### src/rtl/audio_pkg.sv
// Shared encodings for the audio source mixer: mode select, FSM states and
// the guard-bit count that sizes the mix accumulator.
package audio_pkg;

    typedef enum logic [1:0] {
        MODE_SELECT = 2'd0,
        MODE_MIX    = 2'd1,
        MODE_MUTE   = 2'd2,
        MODE_RSVD   = 2'd3
    } mode_e;

    typedef enum logic [1:0] {
        ST_IDLE  = 2'd0,
        ST_ACCUM = 2'd1,
        ST_SAT   = 2'd2
    } state_e;

    // Three guard bits hold the sum of up to eight full-scale samples.
    localparam int ACC_EXTRA_W = 3;

endpackage

### src/rtl/sample_hold_bank.sv
// Per-channel hold registers fed by the sample strobes, plus a frame snapshot
// so a frame in progress is isolated from newly arriving samples.
module sample_hold_bank #(
    parameter int NUM_CH   = 2,
    parameter int SAMPLE_W = 16
) (
    input  logic                         clk,
    input  logic                         reset_n,
    input  logic [NUM_CH*SAMPLE_W-1:0]   sample_i,
    input  logic [NUM_CH-1:0]            valid_i,
    input  logic                         snap_en_i,
    output logic [NUM_CH*SAMPLE_W-1:0]   snap_o
);

    logic [NUM_CH*SAMPLE_W-1:0] hold_q;
    logic [NUM_CH*SAMPLE_W-1:0] snap_q;

    // NOTE: this storage is plain flops, not RAM, so it can and must be reset;
    // a frame started right after reset then mixes zeros, not garbage.
    always_ff @(posedge clk) begin
        if (!reset_n) begin
            hold_q <= '0;
            snap_q <= '0;
        end else begin
            for (int i = 0; i < NUM_CH; i++) begin
                if (valid_i[i]) begin
                    hold_q[i*SAMPLE_W +: SAMPLE_W] <= sample_i[i*SAMPLE_W +: SAMPLE_W];
                end
            end
            if (snap_en_i) begin
                snap_q <= hold_q;
            end
        end
    end

    assign snap_o = snap_q;

endmodule

### src/rtl/audio_source_mixer.sv
// Frame-based audio mixer: on new_frame it snapshots all sources, walks them
// one per cycle (select or sum), then saturates into sample_out.
module audio_source_mixer
    import audio_pkg::*;
#(
    parameter int NUM_CH   = 2,
    parameter int SAMPLE_W = 16
) (
    input  logic                         clk,
    input  logic                         reset_n,
    input  logic [NUM_CH*SAMPLE_W-1:0]   sample_in,
    input  logic [NUM_CH-1:0]            sample_valid,
    input  logic [NUM_CH-1:0]            ch_enable,
    input  logic [1:0]                   mode,
    input  logic [2:0]                   sel,
    input  logic [2:0]                   mix_shift,
    input  logic                         new_frame,
    output logic [SAMPLE_W-1:0]          sample_out,
    output logic                         new_sample_out,
    output logic                         busy,
    output logic                         overrun
);

    localparam int ACC_W = SAMPLE_W + ACC_EXTRA_W;
    localparam logic [2:0] LAST_CH = 3'(NUM_CH - 1);
    localparam logic signed [ACC_W-1:0] MAX_V = {{(ACC_EXTRA_W+1){1'b0}}, {(SAMPLE_W-1){1'b1}}};
    localparam logic signed [ACC_W-1:0] MIN_V = {{(ACC_EXTRA_W+1){1'b1}}, {(SAMPLE_W-1){1'b0}}};

    state_e                    state_q, state_d;
    mode_e                     mode_q, mode_d;
    logic [2:0]                sel_q, sel_d;
    logic [2:0]                shift_q, shift_d;
    logic [2:0]                cnt_q, cnt_d;
    logic [NUM_CH-1:0]         en_q, en_d;
    logic signed [ACC_W-1:0]   acc_q, acc_d;
    logic [SAMPLE_W-1:0]       sample_out_q, sample_out_d;
    logic                      new_sample_q, new_sample_d;
    logic                      overrun_q, overrun_d;

    logic                      snap_en;
    logic [NUM_CH*SAMPLE_W-1:0] snap_flat;
    logic signed [SAMPLE_W-1:0] snap_ch [8];
    logic [7:0]                en_ext;
    logic signed [ACC_W-1:0]   shifted;

    sample_hold_bank #(
        .NUM_CH   (NUM_CH),
        .SAMPLE_W (SAMPLE_W)
    ) u_hold (
        .clk       (clk),
        .reset_n   (reset_n),
        .sample_i  (sample_in),
        .valid_i   (sample_valid),
        .snap_en_i (snap_en),
        .snap_o    (snap_flat)
    );

    // Pad to eight lanes so the 3-bit channel counter indexes without truncation.
    for (genvar g = 0; g < 8; g++) begin : g_lane
        if (g < NUM_CH) begin : g_used
            assign snap_ch[g] = snap_flat[g*SAMPLE_W +: SAMPLE_W];
        end else begin : g_pad
            assign snap_ch[g] = '0;
        end
    end

    always_comb begin
        en_ext = '0;
        en_ext[NUM_CH-1:0] = en_q;
    end

    // NOTE: every signal gets a default before the case so no path leaves it
    // unassigned; a missing default here would infer a latch.
    always_comb begin
        state_d      = state_q;
        mode_d       = mode_q;
        sel_d        = sel_q;
        shift_d      = shift_q;
        en_d         = en_q;
        cnt_d        = cnt_q;
        acc_d        = acc_q;
        sample_out_d = sample_out_q;
        new_sample_d = 1'b0;
        overrun_d    = overrun_q;
        snap_en      = 1'b0;
        shifted      = (mode_q == MODE_MIX) ? (acc_q >>> shift_q) : acc_q;

        case (state_q)
            ST_IDLE: begin
                if (new_frame) begin
                    snap_en = 1'b1;
                    mode_d  = mode_e'(mode);
                    sel_d   = sel;
                    shift_d = mix_shift;
                    en_d    = ch_enable;
                    acc_d   = '0;
                    cnt_d   = '0;
                    state_d = ST_ACCUM;
                end
            end
            ST_ACCUM: begin
                overrun_d = overrun_q | new_frame;
                if (en_ext[cnt_q]) begin
                    if (mode_q == MODE_MIX) begin
                        acc_d = acc_q + ACC_W'(snap_ch[cnt_q]);
                    end else if (mode_q == MODE_SELECT && cnt_q == sel_q) begin
                        acc_d = ACC_W'(snap_ch[cnt_q]);
                    end
                end
                cnt_d = cnt_q + 3'd1;
                if (cnt_q == LAST_CH) begin
                    state_d = ST_SAT;
                end
            end
            ST_SAT: begin
                overrun_d = overrun_q | new_frame;
                if (shifted > MAX_V) begin
                    sample_out_d = MAX_V[SAMPLE_W-1:0];
                end else if (shifted < MIN_V) begin
                    sample_out_d = MIN_V[SAMPLE_W-1:0];
                end else begin
                    sample_out_d = shifted[SAMPLE_W-1:0];
                end
                new_sample_d = 1'b1;
                state_d      = ST_IDLE;
            end
            default: state_d = ST_IDLE;
        endcase
    end

    // NOTE: state registers use non-blocking assignments so every flop samples
    // the pre-edge values regardless of statement order.
    always_ff @(posedge clk) begin
        if (!reset_n) begin
            state_q      <= ST_IDLE;
            mode_q       <= MODE_SELECT;
            sel_q        <= '0;
            shift_q      <= '0;
            en_q         <= '0;
            cnt_q        <= '0;
            acc_q        <= '0;
            sample_out_q <= '0;
            new_sample_q <= 1'b0;
            overrun_q    <= 1'b0;
        end else begin
            state_q      <= state_d;
            mode_q       <= mode_d;
            sel_q        <= sel_d;
            shift_q      <= shift_d;
            en_q         <= en_d;
            cnt_q        <= cnt_d;
            acc_q        <= acc_d;
            sample_out_q <= sample_out_d;
            new_sample_q <= new_sample_d;
            overrun_q    <= overrun_d;
        end
    end

    assign sample_out     = sample_out_q;
    assign new_sample_out = new_sample_q;
    assign busy           = (state_q != ST_IDLE);
    assign overrun        = overrun_q;

endmodule

### config.mk
export PLATFORM = sky130hd
export DESIGN_NAME = audio_source_mixer
export DESIGN_NICKNAME = d
export VERILOG_FILES = /design/src/rtl/audio_pkg.sv /design/src/rtl/sample_hold_bank.sv /design/src/rtl/audio_source_mixer.sv
export SDC_FILE = /design/constraint.sdc
export NUM_CORES = 1
export LEC_CHECK = 0
export CAP_MARGIN = 5
export CORE_MARGIN = 2
export CORE_UTILIZATION = 69
export DETAILED_ROUTE_END_ITERATION = 8
export DONT_BUFFER_PORTS = 1
export GPL_TIMING_DRIVEN = 0
export PLACE_DENSITY_LB_ADDON = 0.3
export SETUP_SLACK_MARGIN = 0.05
export SYNTH_ARGS = -nofsm -noshare
export SYNTH_HDL_FRONTEND = slang
export SYNTH_SLANG_ARGS = --single-unit
### constraint.sdc
create_clock -name clk -period 6.1 [get_ports clk]
set_input_delay 0.305 -clock clk [delete_from_list [all_inputs] [get_ports clk]]
set_output_delay 0.305 -clock clk [all_outputs]
set_load 0.005 [all_outputs]
==> flow_metrics.py <==
metrics = {
    "cts": {
        "cts_tree": "yes",
        "ctsResizeCount": 0,
        "clk_latency_ns": 0.53,
        "clkSinkCount": 116,
        "htreeDepth": 4,
        "post_cts_buffers": 0,
        "clock_path_buffers": 2,
        "cts-buffers-inserted": 17,
        "cts.clk_slew.worst_paths_ns": 0.06,
        "hold_buffers": 43,
        "cts_root_buf": "clkbuf_8",
    },
    "detailed_routing": {
        "via_count": 6457,
        "viasPerCell": 6.84,
        "drc": 0,
        "initialDrtViolationCount": 760,
        "wl_um": 21300,
        "wl_per_cell_um": 22.6,
        "drt_pre_antenna_iters": 7,
        "antenna_left": 0,
    },
    "sta": {
        "tns_ns": 0,
        "rsz0062_at_grt": "no",
        "slew_violations": 0,
        "finalClockSkew_ns": 0.0132,
        "min_period_ns": 4.90,
        "hold_violations": 0,
        "hold_ws_ns": 0.0752,
        "setup_ws_ns": 1.20,
        "fin_crit_sh": 0.803,
        "tightest_slew_ns": 0.884,
        "max_slew_margin": 0.411,
        "setup_violations": 0,
        "max_freq_mhz": 204,
    },
    "flow_run": {
        "maxCapViolCount": 0,
    },
    "yosys": {
        "avgSynthCellArea_sq_um": 8.12,
        "yosysUniqueCellTypes": 52,
        "synth_area_sq_um": 6190,
        "synth_warnings": 0,
        "ys.flop_type": "dfxtp_1",
        "synth.yosys.seq_area_share": 0.375,
        "synth-seq-cells": 116,
        "synth-async-reset-ratio": 0,
        "syn-instance-count": 762,
        "synth_edf_count": 0,
        "synth_nets": 829,
    },
    "pwr": {
        "seqPwrFrac": 0.373,
        "powerDensity_nw_per_um2": 307,
        "p_switching_w": 0.000688,
        "ir_drop_mv": 0.260,
        "p_comb_frac": 0.166,
        "p_int_w": 0.00157,
        "power_leakage_nw": 2.94,
        "clockPowerShare": 0.460,
        "p_total_w": 0.00226,
        "swShare": 0.305,
    },
    "die": {
        "die_y_um": 98.7,
        "initial_core_util": 0.710,
        "die_area_sq_um": 9740,
        "row_count": 34,
        "coreArea_sq_um": 8720,
        "die_w_um": 98.7,
        "io_pins": 66,
    },
    "global_route": {
        "track_usage": 0.439,
        "met3_usage": 0.0993,
        "antenna_found_initial": 0,
        "grt_pass1_wl_um": 33600,
        "grt_overflow": 0,
        "met1_usage": 0.517,
        "busiest_layer": "met2",
        "grt_pass1_vias": 6477,
        "grt_max_degree": 17,
        "met2_usage": 0.720,
    },
    "placement": {
        "dp_slack_ns": 1.50,
        "place.gp.congestion": 0.962,
        "port_buffers": 0,
        "post-dp-hpwl_um": 12500,
    },
    "critical_path": {
        "required_ns": 6.53,
        "cp_num_buf_inv": 2,
        "critPathArrivalTime_ns": 5.33,
        "cpMostUsedCell": "maj3_2",
        "cpPeakStageDelay_ns": 0.70,
        "cp-end-kind": "flop",
        "crit_chain": "buf_2 > buf_1 > mux2i_1 > nor2_1 > ha_1 > a211oi_1 > o21bai_1 > maj3_2 > maj3_2 > maj3_2 > a221oi_2 > a211oi_2 > a31oi_1 > xor2_1 > a211oi_1",
        "startpoint_type": "flop",
        "crit_family": "compound AO/OA/AOI/OAI gates",
        "cp_slowest_cell": "buf_1",
        "path_max_fanout": 10,
        "critPathKind": "reg -> reg",
    },
    "finish": {
        "layout-area-overhead-vs-synth_pct": 18.8,
        "diodes": 0,
        "nets": 891,
        "drive_gt1_frac": 0.0574,
        "n_fill_cell": 457,
        "finish.utilization": 0.843,
        "final_common_cell": "nand2_1",
        "final_cell_mix": "124 x nand2_1, 116 x dfxtp_1, 98 x nor2_1",
    },
    "status": {
        "run_status": "finished clean",
    },
    "worst_hold_path": {
        "worstHoldPathType": "in -> reg",
    },
}
## final timing paths
kind / start / slack [ns] / endpoint / cells past startpoint
setup / recovery: cnt_q[0] / 1.20 / acc_q[15] / 15
hold / removal: sample_in[23] / 0.08 / u_hold.hold_q[23] / 2
setup reg to reg: cnt_q[0] / 1.20 / acc_q[15] / 15
hold reg to reg: u_hold.hold_q[21] / 0.47 / u_hold.snap_o[21] / 2
## per-stage QoR
| step | area, sq um | cells |
|---|---|---|
| global route | 7350 | 944 |
| CTS | 7350 | 944 |
| global placement | 6320 | 870 |
| detailed placement | 6320 | 870 |
| finish | 7350 | 944 |
| floorplan | 6190 | 762 |
## flip-flops by register name (all words and copies together) (netlist names), 3 cells and up
name / flops
u_hold.snap_o: 32
shift_q: 3
cnt_q: 3
sel_q: 3
u_hold.hold_q: 32
acc_q: 19
sample_out: 16
## metal layers
layer	wire length, um	share of wire
met1	7680	0.36
met2	9720	0.46
met3	2370	0.11
met4	1560	0.073
met5	0	0
## Yosys cell counts, types with 2 or more instances
| cell | count | area share |
|---|---|---|
| a211oi_1 | 12 | 0.015 |
| a21o_1 | 11 | 0.013 |
| a21oi_1 | 84 | 0.068 |
| a22oi_1 | 9 | 0.011 |
| a311oi_1 | 2 | 0.0028 |
| a31o_2 | 3 | 0.0042 |
| a31oi_1 | 4 | 0.0040 |
| a32oi_1 | 3 | 0.0042 |
| and2_1 | 5 | 0.0051 |
| and3_1 | 4 | 0.0040 |
| buf_1 | 8 | 0.0049 |
| clkbuf_1 | 44 | 0.027 |
| clkinv_1 | 2 | 0.0012 |
| dfxtp_1 | 116 | 0.38 |
| ha_1 | 19 | 0.038 |
| inv_1 | 11 | 0.0067 |
| maj3_1 | 4 | 0.0065 |
| maj3_2 | 3 | 0.0055 |
| mux2_2 | 3 | 0.0055 |
| mux2i_1 | 87 | 0.14 |
| mux4_2 | 2 | 0.0073 |
| nand2_1 | 124 | 0.075 |
| nand2b_1 | 4 | 0.0040 |
| nand3_1 | 9 | 0.0073 |
| nor2_1 | 98 | 0.059 |
| nor2b_1 | 4 | 0.0040 |
| nor3_1 | 6 | 0.0049 |
| o211ai_1 | 7 | 0.0085 |
| o21a_1 | 5 | 0.0061 |
| o21ai_0 | 22 | 0.018 |
| o22ai_1 | 9 | 0.0091 |
| xnor2_1 | 9 | 0.013 |
| xor2_1 | 10 | 0.014 |
## final cells by class
type | instances | area, sq um | share of cell area
multi-input cells | 578 | 3600 | 0.490
flip-flops and latches | 116 | 2320 | 0.316
repair buffers | 43 | 430 | 0.0585
clock buffers | 18 | 428 | 0.0582
plain buffers | 55 | 213 | 0.0289
clock inverters | 13 | 173 | 0.0235
well taps | 108 | 135 | 0.0184
inverters | 13 | 48.8 | 0.00663
## kinds of logic after synthesis
group | count (synthesis) | share of synthesized area
AND/OR/NAND/NOR | 260 | 0.171
adder cells (fa/ha/maj) | 27 | 0.0536
XOR/XNOR | 19 | 0.0269
multiplexers | 92 | 0.153
AO/OA/AOI/OAI | 180 | 0.177
flip-flops | 116 | 0.375
buffers and inverters | 68 | 0.0423
## power by group through the flow
stage	Sequential (W)	Clock, W	Combinational [W]
2_1_floorplan	0.000844	0	0.000238
3_3_place_gp	0.000850	0	0.000304
3_5_place_dp	0.000853	0	0.000316
4_1_cts	0.000838	0.00102	0.000343
5_1_grt	0.000846	0.00106	0.000398
6_report	0.000843	0.00104	0.000376
No activity file was read; power rests on OpenSTA's default activity.
